--- src/rtl/vga_sprite_compositor_if.sv ---
// Display-side bundle of the sprite compositor: controller switches in, VGA pins and frame pulse out.
interface vga_sprite_compositor_if #(
  parameter int unsigned N_SPRITES = 2
);
  logic [2*N_SPRITES-1:0] switch;
  logic                   hsync;
  logic                   vsync;
  logic                   video_on;
  logic [2:0]             rgb;
  logic [9:0]             pixelX;
  logic [9:0]             pixelY;
  logic                   frame_tick;

  modport master (
    input  switch,
    output hsync, vsync, video_on, rgb, pixelX, pixelY, frame_tick
  );

  modport slave (
    output switch,
    input  hsync, vsync, video_on, rgb, pixelX, pixelY, frame_tick
  );
endinterface

--- src/rtl/vga_sprite_compositor.sv ---
// VGA timing generator compositing N square sprites over a solid background.
// Sprite positions advance once per frame at the start of vertical blanking.
module vga_sprite_compositor #(
  parameter int unsigned CLK_DIV     = 2,
  parameter int unsigned H_ACTIVE    = 640,
  parameter int unsigned H_FP        = 16,
  parameter int unsigned H_SYNC      = 96,
  parameter int unsigned H_BP        = 48,
  parameter int unsigned V_ACTIVE    = 480,
  parameter int unsigned V_FP        = 10,
  parameter int unsigned V_SYNC      = 2,
  parameter int unsigned V_BP        = 33,
  parameter int unsigned N_SPRITES   = 2,
  parameter int unsigned SPRITE_SIZE = 16,
  parameter int unsigned STEP        = 2,
  parameter bit          WRAP        = 1'b0,
  parameter logic [2:0]  BG_COLOR    = 3'b110,
  parameter logic [3*N_SPRITES-1:0] SPRITE_COLORS = {3'b010, 3'b001}
) (
  input logic clk,
  input logic reset,
  vga_sprite_compositor_if.master bus
);

  localparam int unsigned H_TOTAL = H_ACTIVE + H_FP + H_SYNC + H_BP;
  localparam int unsigned V_TOTAL = V_ACTIVE + V_FP + V_SYNC + V_BP;
  localparam int unsigned HW      = $clog2(H_TOTAL);
  localparam int unsigned VW      = $clog2(V_TOTAL);
  localparam int unsigned PW      = 11;
  localparam int unsigned DIV_W   = (CLK_DIV > 1) ? $clog2(CLK_DIV) : 1;
  localparam int unsigned MAX_X   = H_ACTIVE - SPRITE_SIZE;
  localparam int unsigned MAX_Y   = V_ACTIVE - SPRITE_SIZE;

  logic [DIV_W-1:0] div_cnt;
  logic [HW-1:0]    h_cnt;
  logic [VW-1:0]    v_cnt;
  logic [PW-1:0]    pos_x [N_SPRITES];
  logic [PW-1:0]    pos_y [N_SPRITES];
  logic             neg_x [N_SPRITES];
  logic             neg_y [N_SPRITES];

  logic             pix_en_c;
  logic             update_c;
  logic             active_c;
  logic             hsync_c;
  logic             vsync_c;
  logic [2:0]       color_c;
  logic [PW-1:0]    h_ext;
  logic [PW-1:0]    v_ext;

  // One axis move; returns {direction_is_minus, new_position}.
  function automatic logic [PW:0] step_axis(input logic [PW-1:0] pos,
                                            input logic          neg,
                                            input logic [PW-1:0] lim);
    logic [PW-1:0] fwd;
    fwd = pos + PW'(STEP);
    if (WRAP) begin
      if (fwd > lim) return {1'b0, fwd - (lim + PW'(1))};
      return {1'b0, fwd};
    end
    if (!neg) begin
      if (fwd > lim) return {1'b1, lim};
      return {1'b0, fwd};
    end
    if (pos < PW'(STEP)) return {1'b0, PW'(0)};
    return {1'b1, pos - PW'(STEP)};
  endfunction

  assign pix_en_c = (div_cnt == DIV_W'(CLK_DIV - 1));
  assign update_c = pix_en_c && (h_cnt == '0) && (v_cnt == VW'(V_ACTIVE));
  assign active_c = (h_cnt < HW'(H_ACTIVE)) && (v_cnt < VW'(V_ACTIVE));
  assign hsync_c  = !((h_cnt >= HW'(H_ACTIVE + H_FP)) && (h_cnt < HW'(H_ACTIVE + H_FP + H_SYNC)));
  assign vsync_c  = !((v_cnt >= VW'(V_ACTIVE + V_FP)) && (v_cnt < VW'(V_ACTIVE + V_FP + V_SYNC)));
  assign h_ext    = PW'(h_cnt);
  assign v_ext    = PW'(v_cnt);

  // Scan from the highest index down so the lowest-index hit wins.
  always_comb begin
    color_c = BG_COLOR;
    for (int i = N_SPRITES - 1; i >= 0; i--) begin
      if ((h_ext >= pos_x[i]) && (h_ext < pos_x[i] + PW'(SPRITE_SIZE)) &&
          (v_ext >= pos_y[i]) && (v_ext < pos_y[i] + PW'(SPRITE_SIZE)))
        color_c = SPRITE_COLORS[3*i +: 3];
    end
  end

  always_ff @(posedge clk) begin
    if (reset) begin
      div_cnt        <= '0;
      h_cnt          <= '0;
      v_cnt          <= '0;
      bus.hsync      <= 1'b1;
      bus.vsync      <= 1'b1;
      bus.video_on   <= 1'b0;
      bus.rgb        <= 3'b000;
      bus.pixelX     <= '0;
      bus.pixelY     <= '0;
      bus.frame_tick <= 1'b0;
      for (int i = 0; i < N_SPRITES; i++) begin
        pos_x[i] <= PW'(2 * i * SPRITE_SIZE);
        pos_y[i] <= '0;
        neg_x[i] <= 1'b0;
        neg_y[i] <= 1'b0;
      end
    end else begin
      bus.frame_tick <= update_c;
      div_cnt        <= pix_en_c ? '0 : div_cnt + DIV_W'(1);
      if (pix_en_c) begin
        bus.hsync    <= hsync_c;
        bus.vsync    <= vsync_c;
        bus.video_on <= active_c;
        bus.rgb      <= active_c ? color_c : 3'b000;
        bus.pixelX   <= 10'(h_cnt);
        bus.pixelY   <= 10'(v_cnt);
        if (h_cnt == HW'(H_TOTAL - 1)) begin
          h_cnt <= '0;
          v_cnt <= (v_cnt == VW'(V_TOTAL - 1)) ? '0 : v_cnt + VW'(1);
        end else begin
          h_cnt <= h_cnt + HW'(1);
        end
      end
      // Switches are only looked at here, during the first blanking line.
      if (update_c) begin
        for (int i = 0; i < N_SPRITES; i++) begin
          if (bus.switch[2*i])
            {neg_x[i], pos_x[i]} <= step_axis(pos_x[i], neg_x[i], PW'(MAX_X));
          if (bus.switch[2*i+1])
            {neg_y[i], pos_y[i]} <= step_axis(pos_y[i], neg_y[i], PW'(MAX_Y));
        end
      end
    end
  end

endmodule

--- src/flat_wrapper.sv ---
// flat-port wrapper written by rule: the top's interface ports become plain ports
module vga_sprite_compositor_flat 
#(
  parameter int unsigned CLK_DIV     = 2,
  parameter int unsigned H_ACTIVE    = 640,
  parameter int unsigned H_FP        = 16,
  parameter int unsigned H_SYNC      = 96,
  parameter int unsigned H_BP        = 48,
  parameter int unsigned V_ACTIVE    = 480,
  parameter int unsigned V_FP        = 10,
  parameter int unsigned V_SYNC      = 2,
  parameter int unsigned V_BP        = 33,
  parameter int unsigned N_SPRITES   = 2,
  parameter int unsigned SPRITE_SIZE = 16,
  parameter int unsigned STEP        = 2,
  parameter bit          WRAP        = 1'b0,
  parameter logic [2:0]  BG_COLOR    = 3'b110,
  parameter logic [3*N_SPRITES-1:0] SPRITE_COLORS = {3'b010, 3'b001}
)
  (clk, reset, bus_switch, bus_hsync, bus_vsync, bus_video_on, bus_rgb, bus_pixelX, bus_pixelY, bus_frame_tick);
  vga_sprite_compositor_if #(.N_SPRITES(N_SPRITES)) bus_i ();
  input logic clk;
  input logic reset;
  input wire logic [$bits(bus_i.switch)-1:0] bus_switch;
  output wire logic [$bits(bus_i.hsync)-1:0] bus_hsync;
  output wire logic [$bits(bus_i.vsync)-1:0] bus_vsync;
  output wire logic [$bits(bus_i.video_on)-1:0] bus_video_on;
  output wire logic [$bits(bus_i.rgb)-1:0] bus_rgb;
  output wire logic [$bits(bus_i.pixelX)-1:0] bus_pixelX;
  output wire logic [$bits(bus_i.pixelY)-1:0] bus_pixelY;
  output wire logic [$bits(bus_i.frame_tick)-1:0] bus_frame_tick;
  assign bus_i.switch = bus_switch;
  assign bus_hsync = bus_i.hsync;
  assign bus_vsync = bus_i.vsync;
  assign bus_video_on = bus_i.video_on;
  assign bus_rgb = bus_i.rgb;
  assign bus_pixelX = bus_i.pixelX;
  assign bus_pixelY = bus_i.pixelY;
  assign bus_frame_tick = bus_i.frame_tick;
  vga_sprite_compositor #(.CLK_DIV(CLK_DIV), .H_ACTIVE(H_ACTIVE), .H_FP(H_FP), .H_SYNC(H_SYNC), .H_BP(H_BP), .V_ACTIVE(V_ACTIVE), .V_FP(V_FP), .V_SYNC(V_SYNC), .V_BP(V_BP), .N_SPRITES(N_SPRITES), .SPRITE_SIZE(SPRITE_SIZE), .STEP(STEP), .WRAP(WRAP), .BG_COLOR(BG_COLOR), .SPRITE_COLORS(SPRITE_COLORS)) u_core (.clk(clk), .reset(reset), .bus(bus_i));
endmodule
--- config.mk ---
export PLATFORM = sky130hd
export DESIGN_NAME = vga_sprite_compositor_flat
export DESIGN_NICKNAME = d
export VERILOG_FILES = /design/src/rtl/vga_sprite_compositor_if.sv /design/src/rtl/vga_sprite_compositor.sv /design/src/flat_wrapper.sv
export SDC_FILE = /design/constraint.sdc
export NUM_CORES = 1
export LEC_CHECK = 0
export BUFFER_PORTS_ARGS = -buffer_cell sky130_fd_sc_hd__buf_4
export CAP_MARGIN = 20
export CORE_AREA = 2 2 146 219
export DETAILED_ROUTE_END_ITERATION = 10
export DIE_AREA = 0 0 148 221
export SLEW_MARGIN = 15
export SYNTH_ARGS = -nofsm -noshare
export SYNTH_HDL_FRONTEND = slang
export SYNTH_SLANG_ARGS = --single-unit
--- constraint.sdc ---
create_clock -name clk -period 3.9 [get_ports clk]
set_input_delay 1.17 -clock clk [delete_from_list [all_inputs] [get_ports clk]]
set_output_delay 1.17 -clock clk [all_outputs]
set_load 0.02 [all_outputs]
# [Word-level counts from Yosys, hierarchy flattened]
# Cells that the tools add are included.
[word_totals] reg_bits=96 elab_cells=163 input_bits=6 out_inout_bits=27
[classes] n_addsub=15 eq_ne=3 order_cmp=22 mux=85 reduce_logical=20
[ops] operator="12-bit 2-to-1 mux" count=24
[ops] operator="1-bit 2-to-1 mux" count=56
[ops] operator="11-bit by 2-bit adder with 11-bit output, second input constant" count=4
[ops] operator="11-bit by 5-bit adder with 11-bit output, second input constant" count=4
[ops] operator="10-bit by 11-bit >= comparator with 1-bit output" count=4
[ops] operator="10-bit by 11-bit < comparator with 1-bit output" count=4
[ops] operator="11-bit by 2-bit < comparator with 1-bit output, second input constant" count=4
[ops] operator="11-bit by 2-bit subtractor with 11-bit output, second input constant" count=4
[ops] operator="11-bit by 10-bit greater-than comparator with 1-bit output, second input constant" count=2
[ops] operator="11-bit by 9-bit greater-than comparator with 1-bit output, second input constant" count=2
[ops] operator="10-bit by 1-bit adder with 10-bit output, second input constant" count=2
[ops] operator="10-bit equality test, second input constant" count=2
[ops] operator="10-bit < comparator, second input constant" count=2
[ops] operator="10-bit by 9-bit < comparator with 1-bit output, second input constant" count=2
[ops] operator="10-bit 2-to-1 mux" count=2
[ops] operator="1-bit logical AND" count=11
[ops] operator="10-bit by 9-bit equality test with 1-bit output, second input constant" count=1
[ops] operator="10-bit >= comparator, second input constant" count=1
[ops] operator="10-bit by 9-bit >= comparator with 1-bit output, second input constant" count=1
[ops] operator="10-bit zero test" count=1
[ops] operator="2-bit AND reduction" count=5
[ops] operator="3-bit 2-to-1 mux" count=3
[ops] operator="1-bit zero test" count=2
[ops] operator="2-bit OR reduction" count=1
[ops] operator="1-bit adder, second input constant" count=1

# [Longest topological paths before layout]
# Gate-level depths: netlist of run 1.
[logic_depth] depth_word=12 ltp_mapped=12 depth_no_buf=11

# [Worst setup path before layout of run 1]
# OpenSTA, ideal clock, no wires.
[synth_path] path_kind="register to register" startpoint="register u_core.pos_y[15] (netlist bit)" endpoint="register u_core.bus.rgb[2]" arrival_ps=2702 required_ps=3783 setup_time_ps=117 slack_ps=1081 period_less_slack_ps=2819 stages_incl_launch_ff=12 path_buffers=1 path_cell_list="dfxtp_1 clkbuf_1 inv_1 ha_1 inv_1 ha_1 a21o_1 a2111oi_0 a221oi_1 a2111oi_0 a21oi_1 a22o_1"
[synth_via] elab_chain_cells=5 word_cells_on_any_way=7 cone_classes="add/sub: 1; order compare: 2; mux: 2; reduce/logical: 2"
[synth_rtl] element="from (decl)" line="vga_sprite_compositor.sv:38" text="logic [PW-1:0] pos_y [N_SPRITES];"
[synth_rtl] element="from (signal, indexed assignment)" line="vga_sprite_compositor.sv:128" text="{neg_y[i], pos_y[i]} <= step_axis(pos_y[i], neg_y[i], PW'(MAX_Y));"
[synth_rtl] element="11-bit by 5-bit adder with 11-bit output / 10-bit by 11-bit >= comparator with 1-bit output (equally long branches)" line="vga_sprite_compositor.sv:82" text="(v_ext >= pos_y[i]) && (v_ext < pos_y[i] + PW'(SPRITE_SIZE)))"
[synth_rtl] element="10-bit by 11-bit < comparator with 1-bit output / 1-bit logical AND (equally long branches)" line="vga_sprite_compositor.sv:82, vga_sprite_compositor.sv:81"
[synth_rtl] element="1-bit logical AND (*)" line="vga_sprite_compositor.sv:82"
[synth_rtl] element="3-bit 2-to-1 mux (*)" line="vga_sprite_compositor.sv:81" text="if ((h_ext >= pos_x[i]) && (h_ext < pos_x[i] + PW'(SPRITE_SIZE)) &&"
[synth_rtl] element="3-bit 2-to-1 mux (*)" line="vga_sprite_compositor.sv:112" text="bus.rgb <= active_c ? color_c : 3'b000;"
[synth_rtl] element="to (signal assigned)" line="vga_sprite_compositor.sv:112"
[synth_rtl] element="to (decl)" line="vga_sprite_compositor_if.sv:16" text="output hsync, vsync, video_on, rgb, pixelX, pixelY, frame_tick"
# Every way passes the cells marked *; elsewhere a longest branch is shown, timed or not.
# A chain may end at the register's enable or synchronous reset.

# [Final worst setup path of run 1]
# Same ends and word-level chain as after synthesis.

==> results of run 1 <==
[metrics by stage]
step,cells,hold WS (ns)
floorplan,984,0.4893
global placement,1363,0.4652
detailed placement,1363,0.4583
CTS,1379,0.4770
global route,1379,0.5004
finish,1379,0.4770
[area by class of cell]
cell class	count	area, um2	area share [%]
Inverter	57	214.0	2.532
Clock inverter	6	53.80	0.6368
Tap cell	405	506.7	5.997
Multi-Input combinational cell	769	5303	62.76
Sequential cell	92	1843	21.81
Clock buffer	10	229.0	2.710
Timing Repair Buffer	40	300.3	3.554
[registers in the layout, indices dropped and copies added, names as in the netlist, 2 cells and up]
register           cells
u_core.bus.pixelX     10
u_core.bus.pixelY     10
u_core.bus.rgb         3
u_core.h_cnt          10
u_core.neg_x           2
u_core.neg_y           2
u_core.pos_x          20
u_core.pos_y          20
u_core.v_cnt          10
[cells by family (layout without fill, tap and decap cells)]
family / Yosys count / after routing / share of synthesized area, %
muxes: 21 / 21 / 2.755
adders and majority gates: 82 / 82 / 13.41
buffers and inverters: 123 / 113 / 6.378
DFF: 92 / 92 / 24.14
AOI/OAI and AO/OA: 261 / 261 / 23.41
xor gates and xnor gates: 57 / 57 / 6.542
and+or+nand+nor: 348 / 348 / 23.36
[routing by layer]
layer  wire [um]  part of all wire (%)  global-route usage (%)
met2       11780                    53                   24.94
met3         875                   3.9                   2.041
met4         627                   2.8                   5.591
met5           0                     0                       0
met1        9136                    41                   15.34
[final timing paths]
kind / startpoint / end / slack [ns]
worst min register to register: u_core.bus.video_on / u_core.bus.video_on / 0.48
worst min-delay path: u_core.bus.video_on / u_core.bus.video_on / 0.48
worst max register to register: u_core.pos_y[15] / u_core.bus.rgb[2] / 0.89
worst max-delay path: u_core.pos_y[15] / u_core.bus.rgb[2] / 0.89
[critical path, stage by stage, from the launching register on]
cell and delay, ns:
dfxtp_1 0.63, ha_1 0.31, xnor2_1 0.09, ha_1 0.32, a21o_1 0.15, a2111oi_0 0.40, a221oi_1 0.13, a2111oi_0 0.51
a21oi_1 0.18, a22o_1 0.20
[synthesized netlist by cell type, types with 4 or more instances]
cell	n	area (um2)
a2111oi_0	7	61.31
a211oi_1	16	120.1
a21o_1	11	82.58
a21oi_1	58	290.3
a221oi_1	14	122.6
a22oi_1	8	60.06
a311oi_1	5	43.79
a31oi_1	5	31.28
and2_1	9	56.30
and3_1	12	75.07
and4_1	4	35.03
buf_2	11	55.05
clkbuf_1	51	191.4
dfxtp_1	92	1842
ha_1	81	1013
inv_1	57	214.0
mux2i_1	21	210.2
nand2_1	72	270.3
nand2b_1	12	75.07
nand3_1	39	195.2
nand4_1	20	125.1
nand4b_1	4	35.03
nor2_1	94	352.8
nor2b_1	6	37.54
nor3_1	28	140.1
nor4_1	17	106.4
nor4b_1	4	35.03
o2111ai_1	6	52.55
o211ai_1	8	60.06
o21a_1	14	105.1
o21ai_0	47	235.2
o221ai_1	5	43.79
o22ai_1	13	81.33
o31a_1	4	35.03
o31ai_1	8	60.06
o32ai_1	4	35.03
or3_1	5	31.28
or4_1	4	30.03
xnor2_1	42	367.9
xor2_1	15	131.4
[power groups by stage]
stage               logic (mW)  clock network [mW]  registers, mW
floorplan               0.0500                   0          0.975
detailed placement      0.0747                   0          0.978
global placement        0.0745                   0          0.978
CTS                     0.0750               0.906          0.956
finish                  0.0739               0.888          0.956
global route            0.0814               0.941          0.957
==> flow_metrics.env, run 1 <==
export IMPL_status="complete, no violations"
export IMPL_seq_area_frac_synth_pct=24.14
export IMPL_swShare_pct=26.05
export IMPL_p_leak_nw=3.025
export IMPL_cts_root_buf="clkbuf_16"
export IMPL_track_usage_pct=13.54
export IMPL_ctsResizeCount=0
export IMPL_drv_slew=0
export IMPL_numPortBuffers=32
export IMPL_skew_ns=0.01349
export IMPL_cts_setup_buffers=0
export IMPL_layout_commonest_cell="nor2_1"
export IMPL_rr_worst_depth=9
export IMPL_initial_core_util_pct=24.74
export IMPL_die_area_um2=32710
export IMPL_pre_cts_slack_ns=0.8912
export IMPL_power_frac_comb_pct=3.9
export IMPL_hpwl_mm=16.61
export IMPL_layout_min_cycle_time_ns=3.014
export IMPL_worst_slack_ns=0.8864
export IMPL_grt_max_degree=43
export IMPL_critPathRequiredTime_ns=4.17
export IMPL_grt_pass1_wl_mm=36.44
export IMPL_internal_power_mw=1.418
export IMPL_post_drt_wl_per_cell_um=16.25
export IMPL_layout_nets=1056
export IMPL_gp_congestion=0.9267
export IMPL_synth_avg_cell_area_um2=7.755
export IMPL_route_vias_total=7316
export IMPL_dr_pass1_iters=5
export IMPL_dpl_cell_area_um2=8167
export IMPL_final_setup_viol_count=0
export IMPL_synth_flop_cell="dfxtp_1"
export IMPL_maxCapViolations=0
export IMPL_synth_edff_count=0
export IMPL_fin_setup_tns_ns=0
export IMPL_seq_power_share_pct=49.9
export IMPL_die_x_um=148
export IMPL_clockBufferDepth=2
export IMPL_coreArea_um2=30840
export IMPL_fin_crit_sh_pct=77.27
export IMPL_critPathMaxFanout=15
export IMPL_fillerInstances=3406
export IMPL_critPathLaunchType="flop"
export IMPL_ys_seq_elements=92
export IMPL_antenna_found_initial=0
export IMPL_chipHeight_um=221
export IMPL_power_switching_mw=0.4995
export IMPL_cts_buffers=9
export IMPL_crit_path_end_kind="flop"
export IMPL_routed_wl_mm=22.42
export IMPL_drt_iter0_markers=514
export IMPL_holdBufCountCts=0
export IMPL_overflow=0
export IMPL_p_per_area_nw_per_um2=226.9
export IMPL_clk_pin_slew_ns=0.08
export IMPL_drcViolationCount=0
export IMPL_mostFrequentLayoutCells="nor2_1, dfxtp_1, ha_1"
export IMPL_area_delta_synth_final_pct=10.72
export IMPL_ys_warnings_count=0
export IMPL_h_tree_depth=3
export IMPL_hold_viol=0
export IMPL_drive_gt1_share_pct=7.392
export IMPL_tightestPinTransition_ns=0.7424
export IMPL_synth_cell_types=75
export IMPL_async_reset_ff_share_pct=0
export IMPL_synthCells=984
export IMPL_irDropWorstVdd_uv=221.8
export IMPL_grt_pass1_vias=7023
export IMPL_fin_area_um2=8449
export IMPL_clkPwrFrac_pct=46.3
export IMPL_min_path_cells=2
export IMPL_power_total_mw=1.918
export IMPL_min_path_type="flop to flop"
export IMPL_clk_latency_ns=0.37
export IMPL_setup_worst_path_class="flop to flop"
export IMPL_cts_tree="built"
export IMPL_clock_fmax_mhz=331.8
export IMPL_rsz0062_at_grt="no"
export IMPL_ant_nets=0
export IMPL_synth_nets=1071
export IMPL_vias_per_cell=5.305
export IMPL_io_pins=33
export IMPL_worstPathArrival_ns=3.28
export IMPL_slew_limit_headroom_pct=50.17
export IMPL_rows=79
export IMPL_clock_sinks=92
export IMPL_syn_cell_area_um2=7631
export IMPL_final_util_pct=27.40
export IMPL_antenna_cells=0
Power figures use the tool's default switching activity.
==> run 2: changes to the inputs <==
==> constraint.sdc (replaced) <==
create_clock -name clk -period 2.6 [get_ports clk]
set_input_delay 0.78 -clock clk [delete_from_list [all_inputs] [get_ports clk]]
set_output_delay 0.78 -clock clk [all_outputs]
set_load 0.02 [all_outputs]
==> flow_metrics.env, run 2 (synthesis gave the netlist of run 1 again) <==
export IMPL_chipHeight_um=221
export IMPL_slowest_delay_ns=0.53
export IMPL_clk_pin_slew_ns=0.08
export IMPL_internal_power_mw=2.144
export IMPL_layout_nets=1183
export IMPL_seq_area_um2=1852
export IMPL_numPortBuffers=32
export IMPL_clk_latency_ns=0.37
export IMPL_grt_pass1_vias=7655
export IMPL_antenna_cells=0
export IMPL_cts_tree="built"
export IMPL_seq_power_share_pct=48.9
export IMPL_mostFrequentLayoutCells="buf_4, nor2_1, dfxtp_1"
export IMPL_hold_viol=0
export IMPL_min_path_type="flop to flop"
export IMPL_rr_endpoint="u_core.pos_x[4]"
export IMPL_fillerInstances=3312
export IMPL_layout_commonest_cell="buf_4"
export IMPL_coreArea_um2=30840
export IMPL_slew_limit_headroom_pct=48.30
export IMPL_grt_pass1_wl_mm=39.21
export IMPL_die_x_um=148
export IMPL_clockBufferDepth=2
export IMPL_worstPathArrival_ns=2.91
export IMPL_cts_root_buf="clkbuf_16"
export IMPL_status="finished, violations left"
export IMPL_irDropWorstVdd_uv=312.7
export IMPL_post_drt_wl_per_cell_um=16.15
export IMPL_ant_nets=0
export IMPL_layout_min_cycle_time_ns=2.658
export IMPL_hpwl_mm=18.68
export IMPL_area_delta_synth_final_pct=25.10
export IMPL_antenna_found_initial=0
export IMPL_multi_input_area_um2=5420
export IMPL_routed_wl_mm=24.32
export IMPL_worst_slack_ns=-0.05792
export IMPL_rr_worst_depth=10
export IMPL_power_frac_comb_pct=4.6
export IMPL_swShare_pct=26.42
export IMPL_min_delay_start="u_core.bus.video_on"
export IMPL_final_setup_viol_count=2
export IMPL_overflow=0
export IMPL_drv_slew=0
export IMPL_setup_worst_path_class="flop to flop"
export IMPL_fin_area_um2=9547
export IMPL_cpMaxStageDelayCell="or4_4"
export IMPL_p_leak_nw=3.687
export IMPL_rsz0062_at_grt="yes"
export IMPL_critPathMaxFanout=4
export IMPL_initial_core_util_pct=24.74
export IMPL_critPathRequiredTime_ns=2.85
export IMPL_hold_end="u_core.bus.video_on"
export IMPL_violations="setup timing"
export IMPL_drive_gt1_share_pct=20.80
export IMPL_min_path_cells=2
export IMPL_p_per_area_nw_per_um2=305.2
export IMPL_drcViolationCount=0
export IMPL_skew_ns=0.009857
export IMPL_io_pins=33
export IMPL_fin_crit_sh_pct=102.2
export IMPL_track_usage_pct=14.70
export IMPL_die_area_um2=32710
export IMPL_critPathLaunchType="flop"
export IMPL_dr_pass1_iters=5
export IMPL_dpl_cell_area_um2=9059
export IMPL_worstReg2RegStart="u_core.pos_x[2]"
export IMPL_power_switching_mw=0.7699
export IMPL_top_regs="u_core.pos_x (20), u_core.pos_y (20)"
export IMPL_pre_cts_slack_ns=-0.02223
export IMPL_clock_sinks=92
export IMPL_grt_max_degree=44
export IMPL_cts_buffers=9
export IMPL_h_tree_depth=3
export IMPL_vias_per_cell=5.206
export IMPL_clkPwrFrac_pct=46.4
export IMPL_path_cells="inv_2 > ha_4 > or3b_4 > or4_4 > o41ai_4 > buf_4 > a21oi_2 > o21ai_1 > o211ai_1 > o31a_1"
export IMPL_route_vias_total=7840
export IMPL_ff2ff_setup_slack_ns=-0.06
export IMPL_crit_path_end_kind="flop"
export IMPL_gp_congestion=0.9211
export IMPL_holdBufCountCts=0
export IMPL_drt_iter0_markers=544
export IMPL_critPathBufInv=2
export IMPL_clock_fmax_mhz=376.2
export IMPL_tightestPinTransition_ns=0.7560
export IMPL_rows=79
export IMPL_maxCapViolations=0
export IMPL_crit_family="simple AND/OR/NAND/NOR gates"
run 2: cell types whose count changed in the layout (fill, tap and decap cells not counted), moves of 3 or more:
cell | previous run | this run
a2111oi_2 | 0 | 3
dfxtp_1 | 91 | 84
dfxtp_2 | 1 | 8
buf_4 | 40 | 166
nor2_1 | 94 | 91
nor2_2 | 0 | 3
a2111oi_0 | 7 | 3
run 2: repair_timing:
item / 4_1_cts / 5_1_grt
endpoints found under the setup margin: 5 / 28
setup buffers: 0 / 11
pin swaps: 1 / 16
resized for setup: 4 / 33
run 2: metrics by stage:
stage	total power, mW	hold slack [ns]	cells	util (%)	TNS (ns)
after global placement	1.592	0.4787	1480	29.37	-0.02511
final	2.913	0.5029	1506	30.96	-0.06851
after CTS	2.948	0.5009	1496	30.35	0
after floorplan	1.538	0.4893	984	-	0
after detailed placement	1.592	0.4800	1480	29.37	-0.05054
after global routing	3.022	0.5172	1506	30.96	-0.2549
run 2: worst max path at each step:
stage,startpoint,endpoint,slack (ns),cells after the start
final,u_core.pos_x[2],u_core.pos_x[4],-0.06,10
after CTS,u_core.pos_y[15],u_core.bus.rgb[2],0.006,9
after global routing,u_core.pos_x[2],u_core.pos_x[4],-0.12,10
after global placement,u_core.pos_y[15],u_core.bus.rgb[2],-0.02,9
after floorplan,u_core.pos_y[15],u_core.bus.rgb[2],0.006,11
after detailed placement,u_core.pos_y[15],u_core.bus.rgb[2],-0.02,9
run 2: area by class of cell:
| class | count | area share, % |
|---|---|---|
| multi-input combinational | 769 | 56.78 |
| sequential | 92 | 19.40 |
| timing repair buffer | 167 | 13.26 |
| tap | 405 | 5.308 |
| clock buffer | 9 | 2.359 |
| inverter | 57 | 2.241 |
| clock inverter | 7 | 0.6553 |
run 2: metal layers:
layer  vias to the layer above  wire, um  track usage (%)  part of all wire [%]
li1                       3853         -                -                     -
met1                      3712      9843            16.30                    40
met2                       207     12710            27.05                    52
met3                        68       717            2.103                   2.9
met4                         0      1056            7.189                   4.3
met5                         -         0                0                     0
run 2: power by group through the flow:
stage | clock network, mW | registers, mW | logic [mW]
after floorplan | 0 | 1.46 | 0.0752
after global placement | 0 | 1.46 | 0.133
after detailed placement | 0 | 1.46 | 0.133
after CTS | 1.39 | 1.43 | 0.134
after global routing | 1.45 | 1.43 | 0.148
final | 1.35 | 1.43 | 0.135
run 2: tightest hold or removal path: cells and delay by family (launching register included):
family	cells	cell delay, ns
simple gates	2	0.12
flops	1	0.35
